### src/rtl/adsr_envelope.sv
// Multi-voice ADSR envelope generator: one shared datapath sweeps the voices, one per clock, on each tick.
// Build macro ADSR_EXP_RELEASE_EN selects exponential release; otherwise release is linear.
module adsr_envelope #(
    parameter int VOICES  = 8,
    parameter int LEVEL_W = 16
) (
    input  logic                    clk,
    input  logic                    reset_n,
    input  logic                    tick,
    input  logic [VOICES-1:0]       gate,
    input  logic [15:0]             attack_rate,
    input  logic [15:0]             decay_rate,
    input  logic [7:0]              sustain_level,
    input  logic [15:0]             release_rate,
    output logic [VOICES-1:0][31:0] voice_volumes,
    output logic                    busy,
    output logic                    overrun
);
    localparam int SW = $clog2(VOICES);

    localparam logic [2:0] S_IDLE    = 3'd0;
    localparam logic [2:0] S_ATTACK  = 3'd1;
    localparam logic [2:0] S_DECAY   = 3'd2;
    localparam logic [2:0] S_SUSTAIN = 3'd3;
    localparam logic [2:0] S_RELEASE = 3'd4;

    localparam logic [LEVEL_W:0] LVL_MAX = {1'b0, {LEVEL_W{1'b1}}};

    logic [VOICES-1:0][2:0]         r_state;
    logic [VOICES-1:0][LEVEL_W-1:0] r_level;
    logic [VOICES-1:0]              r_prev;
    logic [SW-1:0]                  r_slot;
    logic                           r_busy;
    logic                           r_overrun;

    logic [2:0]         w_st;
    logic [2:0]         w_phase;
    logic [2:0]         w_st_nxt;
    logic [LEVEL_W-1:0] w_lvl;
    logic [LEVEL_W-1:0] w_lvl_nxt;
    logic [LEVEL_W-1:0] w_target;
    logic [LEVEL_W:0]   w_sum;
    logic [LEVEL_W:0]   w_dec;
    logic [LEVEL_W:0]   w_step;
    logic [LEVEL_W:0]   w_rel;
    logic               w_gate;
    logic               w_rise;

    assign w_st     = r_state[r_slot];
    assign w_lvl    = r_level[r_slot];
    assign w_gate   = gate[r_slot];
    assign w_rise   = w_gate & ~r_prev[r_slot];
    assign w_target = LEVEL_W'({sustain_level, sustain_level});

    // One extra bit of headroom so saturation and underflow are visible in the MSB.
    assign w_sum = {1'b0, w_lvl} + (LEVEL_W+1)'(attack_rate);
    assign w_dec = {1'b0, w_lvl} - (LEVEL_W+1)'(decay_rate);

`ifdef ADSR_EXP_RELEASE_EN
    logic [LEVEL_W-1:0] w_shr;
    logic               w_unused_rr;
    assign w_shr       = w_lvl >> release_rate[3:0];
    assign w_step      = (w_shr == '0) ? (LEVEL_W+1)'(1) : {1'b0, w_shr};
    assign w_unused_rr = ^release_rate[15:4];
`else
    assign w_step = (LEVEL_W+1)'(release_rate);
`endif

    assign w_rel = {1'b0, w_lvl} - w_step;

    // A key press is handled as an attack update from the current level, whatever the old state.
    always_comb begin
        w_phase   = w_rise ? S_ATTACK : w_st;
        w_st_nxt  = w_st;
        w_lvl_nxt = w_lvl;
        if (!w_gate && (w_phase == S_ATTACK || w_phase == S_DECAY || w_phase == S_SUSTAIN)) begin
            w_st_nxt = S_RELEASE;
        end else begin
            case (w_phase)
                S_ATTACK: begin
                    w_st_nxt = S_ATTACK;
                    if (attack_rate != '0) begin
                        if (w_sum >= LVL_MAX) begin
                            w_lvl_nxt = LVL_MAX[LEVEL_W-1:0];
                            w_st_nxt  = S_DECAY;
                        end else begin
                            w_lvl_nxt = w_sum[LEVEL_W-1:0];
                        end
                    end
                end
                S_DECAY: begin
                    if (decay_rate != '0) begin
                        if (w_dec[LEVEL_W] || (w_dec[LEVEL_W-1:0] <= w_target)) begin
                            w_lvl_nxt = w_target;
                            w_st_nxt  = S_SUSTAIN;
                        end else begin
                            w_lvl_nxt = w_dec[LEVEL_W-1:0];
                        end
                    end
                end
                S_SUSTAIN: w_lvl_nxt = w_target;
                S_RELEASE: begin
                    if (w_step != '0) begin
                        if (w_rel[LEVEL_W] || (w_rel[LEVEL_W-1:0] == '0)) begin
                            w_lvl_nxt = '0;
                            w_st_nxt  = S_IDLE;
                        end else begin
                            w_lvl_nxt = w_rel[LEVEL_W-1:0];
                        end
                    end
                end
                default: begin
                    w_lvl_nxt = '0;
                    w_st_nxt  = S_IDLE;
                end
            endcase
        end
    end

    always_ff @(posedge clk) begin
        if (!reset_n) begin
            r_state   <= '0;
            r_level   <= '0;
            r_prev    <= '0;
            r_slot    <= '0;
            r_busy    <= 1'b0;
            r_overrun <= 1'b0;
        end else begin
            if (tick) begin
                if (r_busy) begin
                    r_overrun <= 1'b1;
                end else begin
                    r_busy <= 1'b1;
                    r_slot <= '0;
                end
            end
            if (r_busy) begin
                r_state[r_slot] <= w_st_nxt;
                r_level[r_slot] <= w_lvl_nxt;
                r_prev[r_slot]  <= w_gate;
                r_slot          <= r_slot + SW'(1);
                if (r_slot == SW'(VOICES-1))
                    r_busy <= 1'b0;
            end
        end
    end

    for (genvar v = 0; v < VOICES; v++) begin : g_vol
        assign voice_volumes[v] = {{(32-LEVEL_W){1'b0}}, r_level[v]};
    end

    assign busy    = r_busy;
    assign overrun = r_overrun;

endmodule

### config.mk
export PLATFORM = sky130hd
export DESIGN_NAME = adsr_envelope
export DESIGN_NICKNAME = d
export VERILOG_FILES = /design/src/rtl/adsr_envelope.sv
export SDC_FILE = /design/constraint.sdc
export NUM_CORES = 1
export LEC_CHECK = 0
export BUFFER_PORTS_ARGS = -buffer_cell sky130_fd_sc_hd__buf_4
export CAP_MARGIN = 20
export CORE_MARGIN = 2
export CORE_UTILIZATION = 55
export DETAILED_ROUTE_END_ITERATION = 16
export PLACE_DENSITY = 0.87
export SYNTH_ARGS = -nofsm -noshare
export SYNTH_HDL_FRONTEND = slang
export SYNTH_SLANG_ARGS = --single-unit
### constraint.sdc
create_clock -name clk -period 8.1 [get_ports clk]
set_input_delay 1.62 -clock clk [delete_from_list [all_inputs] [get_ports clk]]
set_output_delay 1.62 -clock clk [all_outputs]
set_load 0.05 [all_outputs]
# Word-level counts from Yosys, hierarchy flattened
# Index checks and enable logic that the tools add are counted.
dict set report op_classes {
  muxes 39
  magnitude_cmp 4
  bitwise 2
  mul 0
  div 0
  n_shift 0
  n_addsub 4
  n_eq_ne 5
  n_reduce_logical 13
}
# operator count
set op_table {}
lappend op_table {{2-to-1 mux 16 bit} 9}
lappend op_table {{bitwise mux 128 bit} 1}
lappend op_table {{case mux 16 bit (4 select lines)} 1}
lappend op_table {{binary-select mux 16 bit (select 3 bit)} 1}
lappend op_table {{demux 16 bit (select 3 bit)} 1}
lappend op_table {{subtractor 16 x 16 -> 17 bit} 2}
lappend op_table {{nonzero test 16 bit} 2}
lappend op_table {{2-to-1 mux 3 bit} 10}
lappend op_table {{bitwise mux 24 bit} 1}
lappend op_table {{adder 16 x 16 -> 17 bit} 1}
lappend op_table {{>= comparator 17 x 16 -> 1 bit (second input constant)} 1}
lappend op_table {{nonzero test 17 bit} 1}
lappend op_table {{less-or-equal comparator 16 bit} 1}
lappend op_table {{logical NOT 16 bit} 1}
lappend op_table {{case mux 3 bit (4 select lines)} 1}
lappend op_table {{binary-select mux 3 bit (select 3 bit)} 1}
lappend op_table {{demux 3 bit (select 3 bit)} 1}
lappend op_table {{bitwise mux 8 bit} 1}
lappend op_table {{binary-select mux 1 bit (select 3 bit)} 2}
lappend op_table {{== test 3 x 2 -> 1 bit (second input constant)} 2}
lappend op_table {{== test 3 bit (second input constant)} 2}
lappend op_table {{2-to-1 mux 1 bit} 6}
lappend op_table {{logical OR 1 bit} 4}
lappend op_table {{less-than comparator 3 x 4 -> 1 bit (second input constant)} 1}
lappend op_table {{other kinds (11)} 13}
dict set report word_totals {
  inputBits 67
  latch_bits 0
  rom_bits 0
  ramBits 0
  elab_cells 87
  out_inout_bits 258
  mem_count 0
  ff_bits 165
}

# Depth between registers and ports, before layout
# Gate-level depths: netlist of the first run.
dict set report logic_depth {
  ltp_word 11
  mapped_depth 28
  depth_no_buf 21
}

# Worst setup path before layout of the first run
# Ideal clock, no wire load.
dict set report synth_timing {
  path_kind {register to register}
  start {register r_slot[1]}
  end {register r_level, in the netlist voice_volumes[104]}
  path_stages_with_launch 26
  path_buffers 6
  slack_ps 1683
  setup_ps 134
  period_less_slack_ps 6417
  arrival_time_ps 6283
  cell_sequence {dfxtp_1 > buf_2 > buf_2 > buf_1 > buf_1 > mux4_2 > mux2_2 > inv_1 > ha_1 > fa_1 > nor2b_1 > o31a_1 > o311a_1 > o31a_1 > o311ai_0 > ha_1 > nand4_1 > or3_1 > o221ai_1 > and3b_1 > clkbuf_1 > clkbuf_1 > mux2i_1 > o21ai_0 > a211oi_2 > a21oi_1}
}
dict set report synth_via {
  elab_chain_cells 11
}
# item line_no
set synth_lines {}
lappend synth_lines {{start: declaration} 32} ;# logic [SW-1:0] r_slot;
lappend synth_lines {{start signal: assignment} 141} ;# r_slot <= r_slot + SW'(1);
lappend synth_lines {{branches (longest 10 deep; another with subtractor 16 x 16 -> 17 bit)} -}
lappend synth_lines {{bitwise mux 128 bit (*)} 139} ;# r_level[r_slot] <= w_lvl_nxt;
lappend synth_lines {{end signal: indexed assignment} 139}
lappend synth_lines {{end: declaration} 30} ;# logic [VOICES-1:0][LEVEL_W-1:0] r_level;
# Mark *: on every way between the ends. The select of a mux whose other input is x is not followed.
# A chain may end at the register's enable or synchronous reset.

# Worst setup path in the final report of the first run
dict set report layout_timing {
  start {register r_slot[1]}
  end {register r_level, in the netlist voice_volumes[204]}
}
# The elaborated chain is that of the path after synthesis.

==> results of run 1 <==
cell families (layout without fill, tap and decap cells):
group           Yosys count  in the layout  share of synthesized area
other cells               1            128                   0.000289
simple gates            465            465                      0.176
compound gates          532            532                      0.261
xor+xnor                 21             21                     0.0142
buf+inv                 286            306                      0.122
fa+ha+maj                69             69                     0.0683
flops                   165            165                      0.255
mux                      81             81                      0.103
where the power goes:
group / internal [W] / switching, W / leakage [nW] / total, W
clock: 0.000439 / 0.000377 / 0.283 / 0.000817
combinational: 0.000249 / 0.000597 / 4.65 / 0.000846
sequential: 0.000825 / 0.0000226 / 1.33 / 0.000847
total: 0.00151 / 0.000997 / 6.26 / 0.00251
layout by cell type, fill, tap and decap left out, drive strengths merged, types with 8 or more instances in the layout:
master and n:
a311oi 10, conb 128, a21boi 37, a2111oi 11, nor3 33, mux2 21, nand3 53, xor2 9
o211ai 9, nand4 25, a31oi 10, ha 66, a21oi 160, a21o 14, a221oi 9, o31ai 18
a211oi 12, and3 10, mux2i 20, xnor2 12, mux4 40, o21a 15, buf 210, nor2b 19
nor4 17, nand2b 13, inv 72, nand2 131, or3 9, o2111ai 8, o21ai 163, nor2 119
dfxtp 165, clkbuf 18
through the flow:
step | utilization | cell area (µm²)
2_1_floorplan | - | 13500
3_3_place_gp | 0.605 | 14100
3_5_place_dp | 0.605 | 14100
4_1_cts | 0.630 | 14700
5_1_grt | 0.630 | 14700
6_report | 0.630 | 14700
registers in the layout, indices dropped and copies added, names as in the netlist:
signal / cells
voice_volumes: 128
r_state: 24
r_prev: 8
r_slot: 3
busy: 1
overrun: 1
final cells by class:
cell class / instances / share of cell area
Sequential cell: 165 / 0.225
Inverter: 64 / 0.0163
Clock buffer: 18 / 0.0292
Timing Repair Buffer: 210 / 0.107
Multi-Input combinational cell: 1296 / 0.584
Clock inverter: 14 / 0.0108
Tap cell: 319 / 0.0272
worst max-delay path: stages, from the launching register on:
cell and delay [ns]:
dfxtp_2 0.96, mux4_2 0.41, mux2i_1 0.33, inv_1 0.33
ha_1 0.44, a21oi_1 0.25, o21ai_0 0.23, and2_1 0.25
o31a_1 0.32, o311ai_0 0.53, ha_1 0.25, nand4_1 0.17
or3_1 0.34, o221ai_1 0.25, nand3b_1 0.39, a21oi_1 0.26
a21oi_1 0.12, nor4b_2 0.88, o31ai_1 0.19
routing by layer:
| layer | GRT usage | vias to the layer above |
|---|---|---|
| met3 | 0.0860 | 159 |
| li1 | - | 5987 |
| met5 | 0 | - |
| met1 | 0.460 | 6335 |
| met2 | 0.551 | 972 |
| met4 | 0.147 | 0 |
how the worst max path moves through the flow:
stage               slack, ns                   start                         endpoint
finish                   0.99  r_slot[1]$_SDFFE_PN0P_  voice_volumes[204]$_SDFFE_PN0P_
floorplan                1.68  r_slot[1]$_SDFFE_PN0P_  voice_volumes[104]$_SDFFE_PN0P_
global route             0.61  r_slot[0]$_SDFFE_PN0P_   voice_volumes[76]$_SDFFE_PN0P_
detailed placement       1.34  r_slot[0]$_SDFFE_PN0P_  voice_volumes[207]$_SDFFE_PN0P_
CTS                      1.29  r_slot[0]$_SDFFE_PN0P_  voice_volumes[204]$_SDFFE_PN0P_
global placement         1.51  r_slot[0]$_SDFFE_PN0P_  voice_volumes[175]$_SDFFE_PN0P_
==> results.cfg, run 1 <==
[logic_synthesis]
yosysTopAreaCellShare = 0.255
synth_edf_count = 0
yosysMostFrequentCell = dfxtp_1
yosys_most_used_dff = dfxtp_1
seq_area_frac_synth = 0.255
synth_commonest_cells = dfxtp_1 (165), a21oi_1 (159), o21ai_0 (159), nand2_1 (131), buf_4 (129)
async_flop_share = 0
syn_area_um2 = 13000
ys_ff_latch = 165
yosysUniqueCellTypes = 93
synth_cells = 1620
syn_area_per_cell_um2 = 8.01
synth_top_area_cell = dfxtp_1
yosys_warnings = 0
synthTopCellsByArea = dfxtp_1 (25%), buf_4 (7.5%), mux4_2 (6.9%), ha_1 (6.4%), a21oi_1 (6.1%)

[clock_network]
clk_latency_ns = 0.43
htreeDepth = 4
clk_pin_slew_worst_paths_ns = 0.08
cts_setup_buffers = 0
cts_tree = yes
cts_root_buf = clkbuf_16
post_cts_resized = 0
cts_hold_buf = 0
clkSinkCount = 165
clockBufferDepth = 2
cts_buffers = 17

[timing]
whs_ns = 0.467
relSlewSlack = 0.196
period_share = 0.878
finalSetupViolCount = 0
fin_worst_skew_ns = 0.0191
worst_slack_ns = 0.991
fin_setup_tns_ns = 0
finalCriticalPeriod_ns = 7.11
rsz0062_at_grt = false
clock.fmax_mhz = 141
finalHoldViolations = 0
slew_viol_final = 0
tightest_slew_ns = 1.21

[grt]
grt_max_degree = 101
antenna_found_initial = 0
grt-ovfl-total = 0
grt_usage = 0.350
grt_pass1_vias = 12300
grt_pass1_wl_um = 67900

[finish]
diodes = 0
regArea_um2 = 3310
area_growth_pct = 13.3
stdcell_count = 2086
drive_gt1_frac = 0.194
fin_nets = 1890
n_fill_cell = 1974
multi_input_area_um2 = 8590

[power_and_ir_drop]
total_power_w = 0.00251
p_leak_nw = 6.26
pwr_density_cell_nw_per_um2 = 171
ir_worst_vdd_uv = 165

[floorplanning]
core.rowCount = 56
dieArea_um2 = 24800
num_io_pins = 325
die_h_um = 158
core-area_um2 = 23300
start_util = 0.556
die_w_um = 158

[detailed_routing]
drt_wl_total_um = 44600
met1Wirelength_um = 17100
wl_per_cell_um = 21.4
vias = 13500
met3_length_um = 5960
drt_iter0_markers = 1556
drc = 0
wl_met2_um = 19700
drt-pass1-iter-count = 6
routed.top_layer = met4
drtAntennaViolNets = 0
via_per_inst = 6.45

[critical_path]
path_max_fanout = 35
r2r-start = r_slot[1]$_SDFFE_PN0P_
startpoint_type = flop
regToRegSetupSlack_ns = 0.99
crit_type = flop to flop
r2r_end = voice_volumes[204]$_SDFFE_PN0P_
required_ns = 8.37
crit_arrival_ns = 7.38
crit_path_end_kind = flop
reg2regPathDepth = 18

[worst_hold_path]
hold_depth = 2
hold_class = flop to flop
min-delay-start = r_prev[0]$_SDFFE_PN0P_
min_to = r_prev[0]$_SDFFE_PN0P_

[run_status]
status = complete, no violations

[place]
finalWeightedCongestion = 1.05
dpl_worst_slack_ns = 1.34
place.port_buffers = 196
dp_hpwl_um = 32900
dp.cells = 2054

[job]
max_cap_violations = 0
Power figures use the tool's default switching activity.
==> run 2: changes to the inputs <==
BUFFER_PORTS_ARGS = unset   (was -buffer_cell sky130_fd_sc_hd__buf_4)
CORE_UTILIZATION = 50   (was 55)
DONT_BUFFER_PORTS = 1   (was unset)
PLACE_DENSITY = 0.7   (was 0.87)
SLEW_MARGIN = 25   (was unset)
==> run 2 against run 1 <==
Clock skew shrank 0.0068 ns. Design area shrank 10%. Register-to-register slack lost 0.08 ns. Sequential power grew 4.8%. Critical path depth is the same. Wire length shrank 3.6%. Global-route usage shrank 4.2 points. Sequential share of layout area grew 2.5 points. Via count shrank 9.5%. Clock power shrank 7.2%. Fmax shrank 1.1%. Critical path type unchanged. Highest routed layer unchanged.
==> results.cfg, run 2 (synthesis results as in run 1) <==
[clock_network]
cts_tree = yes
clkSinkCount = 165
htreeDepth = 4
cts_setup_buffers = 0
cts_root_buf = clkbuf_16
cts_hold_buf = 0
post_cts_resized = 0
clk_latency_ns = 0.43
clockBufferDepth = 2
cts_buffers = 17
clk_pin_slew_worst_paths_ns = 0.07

[power_and_ir_drop]
swShare = 0.391
clockPowerShare = 0.318
p_sw_w = 0.000934
p_seq_frac = 0.372
p_int_w = 0.00145
p_comb_frac = 0.311
ir_worst_vdd_uv = 134
pwr_density_cell_nw_per_um2 = 181
p_leak_nw = 5.24

[finish]
fin_nets = 1696
largest_register_ffs = 128
design_area_um2 = 13200
final_common_cell = dfxtp_1
drive_gt1_frac = 0.0941
area_growth_pct = 1.86
final_cell_mix = dfxtp_1 (163), a21oi_1 (159), o21ai_0 (159)
diodes = 0
final_util = 0.522

[detailed_routing]
drt_iter0_markers = 1471
vias = 12200
drt_wl_total_um = 43000
wl_per_cell_um = 22.6
met3_length_um = 5060
drtAntennaViolNets = 0
drc = 0
via_per_inst = 6.39
met1Wirelength_um = 17700
wl_met2_um = 19100
drt-pass1-iter-count = 8
routed.top_layer = met4

[timing]
worst_slack_ns = 0.912
whs_ns = 0.461
period_share = 0.887
relSlewSlack = 0.298
tightest_slew_ns = 1.05
fin_setup_tns_ns = 0
finalHoldViolations = 0
slew_viol_final = 0
rsz0062_at_grt = false
finalCriticalPeriod_ns = 7.19
clock.fmax_mhz = 139
fin_worst_skew_ns = 0.0124
finalSetupViolCount = 0

[grt]
grt_pass1_vias = 11100
antenna_found_initial = 0
grt_pass1_wl_um = 64700
grt_max_degree = 182
grt_usage = 0.308
grt-ovfl-total = 0

[place]
finalWeightedCongestion = 0.955
dpl_worst_slack_ns = 1.04
place.port_buffers = 0
place_area_um2 = 12700
dp_hpwl_um = 32200

[critical_path]
crit_type = flop to flop
path_delay_family = compound AO/OA/AOI/OAI gates
r2r_end = voice_volumes[44]$_SDFFE_PN0P_
r2r-start = r_slot[0]$_SDFFE_PN0P_
cp_slowest_stage_delay_ns = 0.80
crit_path_end_kind = flop
reg2regPathDepth = 18
startpoint_type = flop
path_common_cell = a21oi_1
startpoint = r_slot[0]$_SDFFE_PN0P_
path_cells = mux4_2, mux2i_1, inv_1, ha_1, a21oi_1, o21ai_0, and2_1, o31a_1, o311ai_0, ha_1, nand4_1, or3_1, o221ai_1, nand3b_1, a21oi_1, a21oi_1, nor4b_2, o31ai_1
regToRegSetupSlack_ns = 0.91
slowest_stage = nor4b_2
crit_arrival_ns = 7.46
crit_buf_inv = 1
crit_end = voice_volumes[44]$_SDFFE_PN0P_
required_ns = 8.37
cp.depth = 18
path_max_fanout = 29

[floorplanning]
dieArea_um2 = 27300
num_io_pins = 325
die_h_um = 165
core-area_um2 = 25300
core.rowCount = 58
start_util = 0.512
die_w_um = 165

[job]
max_cap_violations = 0

[worst_hold_path]
hold_class = flop to flop

[run_status]
status = complete, no violations
## run 2: power groups by stage
stage                     combinational, W  clock, W  sequential [W]
final                             0.000742  0.000758        0.000888
after global placement            0.000717         0        0.000905
after CTS                         0.000723  0.000767        0.000888
after floorplan                   0.000629         0        0.000892
after global routing              0.000799  0.000797        0.000890
after detailed placement          0.000719         0        0.000906
## run 2: area by class of cell
| cell class | count | area (µm²) |
|---|---|---|
| tap | 330 | 413 |
| clock buffer | 20 | 457 |
| clock inverter | 12 | 95.1 |
| sequential | 165 | 3310 |
| inverter | 64 | 240 |
| multi-input combinational | 1296 | 8590 |
| timing repair buffer | 16 | 120 |
| fill | 2447 | 12100 |
## run 2: worst min path at each step
stage / start / endpoint / slack, ns / depth (start not counted)
after global routing: r_state[21]$_SDFFE_PN0P_ / r_state[21]$_SDFFE_PN0P_ / 0.48 / 2
after detailed placement: r_prev[2]$_SDFFE_PN0P_ / r_prev[2]$_SDFFE_PN0P_ / 0.45 / 2
after CTS: r_prev[2]$_SDFFE_PN0P_ / r_prev[2]$_SDFFE_PN0P_ / 0.46 / 2
final: r_prev[2]$_SDFFE_PN0P_ / r_prev[2]$_SDFFE_PN0P_ / 0.46 / 2
after floorplan: r_prev[2]$_SDFFE_PN0P_ / r_prev[2]$_SDFFE_PN0P_ / 0.44 / 2
after global placement: r_prev[2]$_SDFFE_PN0P_ / r_prev[2]$_SDFFE_PN0P_ / 0.45 / 2
## run 2: tightest hold or removal path: stages, from the launching register on
cell      delay (ns)
dfxtp_1         0.31
nand2_1         0.04
a21boi_0        0.06
## run 2: per-stage QoR
stage	std cells	total power, W
3_5_place_dp	1871	0.00162
5_1_grt	1903	0.00249
3_3_place_gp	1871	0.00162
2_1_floorplan	1747	0.00152
4_1_cts	1903	0.00238
6_report	1903	0.00239
## run 2: metal layers
| layer | track usage | vias to the layer above |
|---|---|---|
| met4 | 0.102 | 0 |
| met2 | 0.483 | 671 |
| li1 | - | 5613 |
| met1 | 0.407 | 5809 |
| met3 | 0.0924 | 76 |
| met5 | 0 | - |
==> run 3: changes to the inputs <==
CORE_ASPECT_RATIO = 0.6   (was unset)
==> run 3 against run 2 <==
Sequential share of layout area fell by 0.18 points. Sequential power barely moved. Non-clock buffer count rose by 1. Flip-flop and latch count did not move. Clock skew rose by 0.0037 ns. Final cell count rose by 1.2%. Register-to-register slack got worse by 0.21 ns. Critical path depth did not move. Worst setup slack got worse by 0.21 ns. First-iteration DRC count rose by 3.8%. Clock power rose by 11%. Count of clock-buffer cells in the layout fell by 2.
==> results.cfg, run 3 (synthesis results as in run 1) <==
[worst_hold_path]
hold_class = flop to flop
hold_depth = 2

[timing]
tightest_slew_ns = 1.07
clock.fmax_mhz = 135
relSlewSlack = 0.286
fin_worst_skew_ns = 0.0161
finalCriticalPeriod_ns = 7.40
finalSetupViolCount = 0
finalHoldViolations = 0
slew_viol_final = 0
fin_setup_tns_ns = 0
period_share = 0.914
rsz0062_at_grt = false
worst_slack_ns = 0.699

[power_and_ir_drop]
p_int_w = 0.00151
p_leak_nw = 5.27
clockPowerShare = 0.337
swShare = 0.391
p_sw_w = 0.000974
p_seq_frac = 0.357
ir_worst_vdd_uv = 154
p_comb_frac = 0.305
pwr_density_cell_nw_per_um2 = 187

[critical_path]
path_common_cell = a21oi_1
crit_arrival_ns = 7.68
cp_slowest_stage_delay_ns = 0.85
path_cells = mux4_2, mux2i_1, inv_1, ha_1, a21oi_1, o21ai_0, and2_1, o31a_1, o311ai_0, ha_1, nand4_1, or3_1, o221ai_1, nand3b_1, a21oi_1, a21oi_1, nor4b_2, o31ai_1
startpoint_type = flop
crit_path_end_kind = flop
required_ns = 8.38
r2r_end = voice_volumes[236]$_SDFFE_PN0P_
slowest_stage = nor4b_2
regToRegSetupSlack_ns = 0.70
r2r-start = r_slot[0]$_SDFFE_PN0P_
startpoint = r_slot[0]$_SDFFE_PN0P_
crit_type = flop to flop
path_max_fanout = 28
reg2regPathDepth = 18
crit_end = voice_volumes[236]$_SDFFE_PN0P_

[detailed_routing]
wl_per_cell_um = 24.5
vias = 12300
routed.top_layer = met4
drt_iter0_markers = 1527
drc = 0
drtAntennaViolNets = 0
drt_wl_total_um = 47200
met1Wirelength_um = 21000
via_per_inst = 6.41
met3_length_um = 6610
drt-pass1-iter-count = 6
wl_met2_um = 18700

[clock_network]
clk_latency_ns = 0.44
cts_tree = yes
cts_root_buf = clkbuf_16
htreeDepth = 4
cts_setup_buffers = 0
clk_pin_slew_worst_paths_ns = 0.06
cts_buffers = 17
clkSinkCount = 165
cts_hold_buf = 0
clockBufferDepth = 2
post_cts_resized = 0

[floorplanning]
num_io_pins = 325
dieArea_um2 = 27300
core.rowCount = 45
core-area_um2 = 25400
die_h_um = 129
start_util = 0.511
die_w_um = 212

[place]
dp_hpwl_um = 36100
finalWeightedCongestion = 1.03
dpl_worst_slack_ns = 0.926
place.port_buffers = 0

[job]
max_cap_violations = 0

[run_status]
status = complete, no violations

[grt]
grt_pass1_vias = 11000
antenna_found_initial = 0
grt_max_degree = 182
grt_pass1_wl_um = 69900
grt-ovfl-total = 0
grt_usage = 0.338

[finish]
drive_gt1_frac = 0.0954
fin_nets = 1697
largest_register_ffs = 128
area_growth_pct = 2.61
final_common_cell = dfxtp_1
diodes = 0
final_cell_mix = dfxtp_1 (163), o21ai_0 (159), a21oi_1 (158)
run 3: power by group through the flow:
stage               Clock [W]  Combinational [W]  Sequential, W
floorplan                   0           0.000629       0.000892
global placement            0           0.000727       0.000907
detailed placement          0           0.000731       0.000907
CTS                  0.000841           0.000735       0.000888
global route         0.000879           0.000812       0.000891
finish               0.000840           0.000760       0.000889
run 3: critical path: cells and delay by family, from the launching register on:
kind            cells  cell delay, ns
mux                 2            1.02
simple gates        5            2.06
fa+ha+maj           2            0.69
buf+inv             1            0.35
compound gates      8            2.37
flops               1            0.75
run 3: metrics by stage:
step | std cells | area (µm²) | total power, W | hold WS (ns) | util
detailed placement | 1894 | 12700 | 0.00164 | 0.457 | 0.501
CTS | 1925 | 13300 | 0.00246 | 0.466 | 0.524
finish | 1925 | 13300 | 0.00249 | 0.467 | 0.524
global route | 1925 | 13300 | 0.00258 | 0.474 | 0.524
floorplan | 1747 | 13500 | 0.00152 | 0.440 | -
global placement | 1894 | 12700 | 0.00163 | 0.447 | 0.501
run 3: how the worst min path moves through the flow:
stage | from | to | slack [ns]
CTS | r_prev[3]$_SDFFE_PN0P_ | r_prev[3]$_SDFFE_PN0P_ | 0.47
global route | r_prev[3]$_SDFFE_PN0P_ | r_prev[3]$_SDFFE_PN0P_ | 0.47
detailed placement | r_prev[3]$_SDFFE_PN0P_ | r_prev[3]$_SDFFE_PN0P_ | 0.46
floorplan | r_prev[2]$_SDFFE_PN0P_ | r_prev[2]$_SDFFE_PN0P_ | 0.44
global placement | r_prev[7]$_SDFFE_PN0P_ | r_prev[7]$_SDFFE_PN0P_ | 0.45
finish | r_prev[3]$_SDFFE_PN0P_ | r_prev[3]$_SDFFE_PN0P_ | 0.47
run 3: final cells by class:
cell class / instances / area [µm²]
Tap cell: 352 / 440
Multi-Input combinational cell: 1296 / 8590
Inverter: 64 / 240
Clock inverter: 13 / 159
Fill cell: 2418 / 12100
Sequential cell: 165 / 3310
Timing Repair Buffer: 17 / 140
Clock buffer: 18 / 439
run 3: per-layer routing:
layer  vias to the layer above  global-route usage
met1                      5873               0.504
met5                         -                   0
met3                        60               0.120
met2                       801               0.461
met4                         0              0.0679
li1                       5611                   -
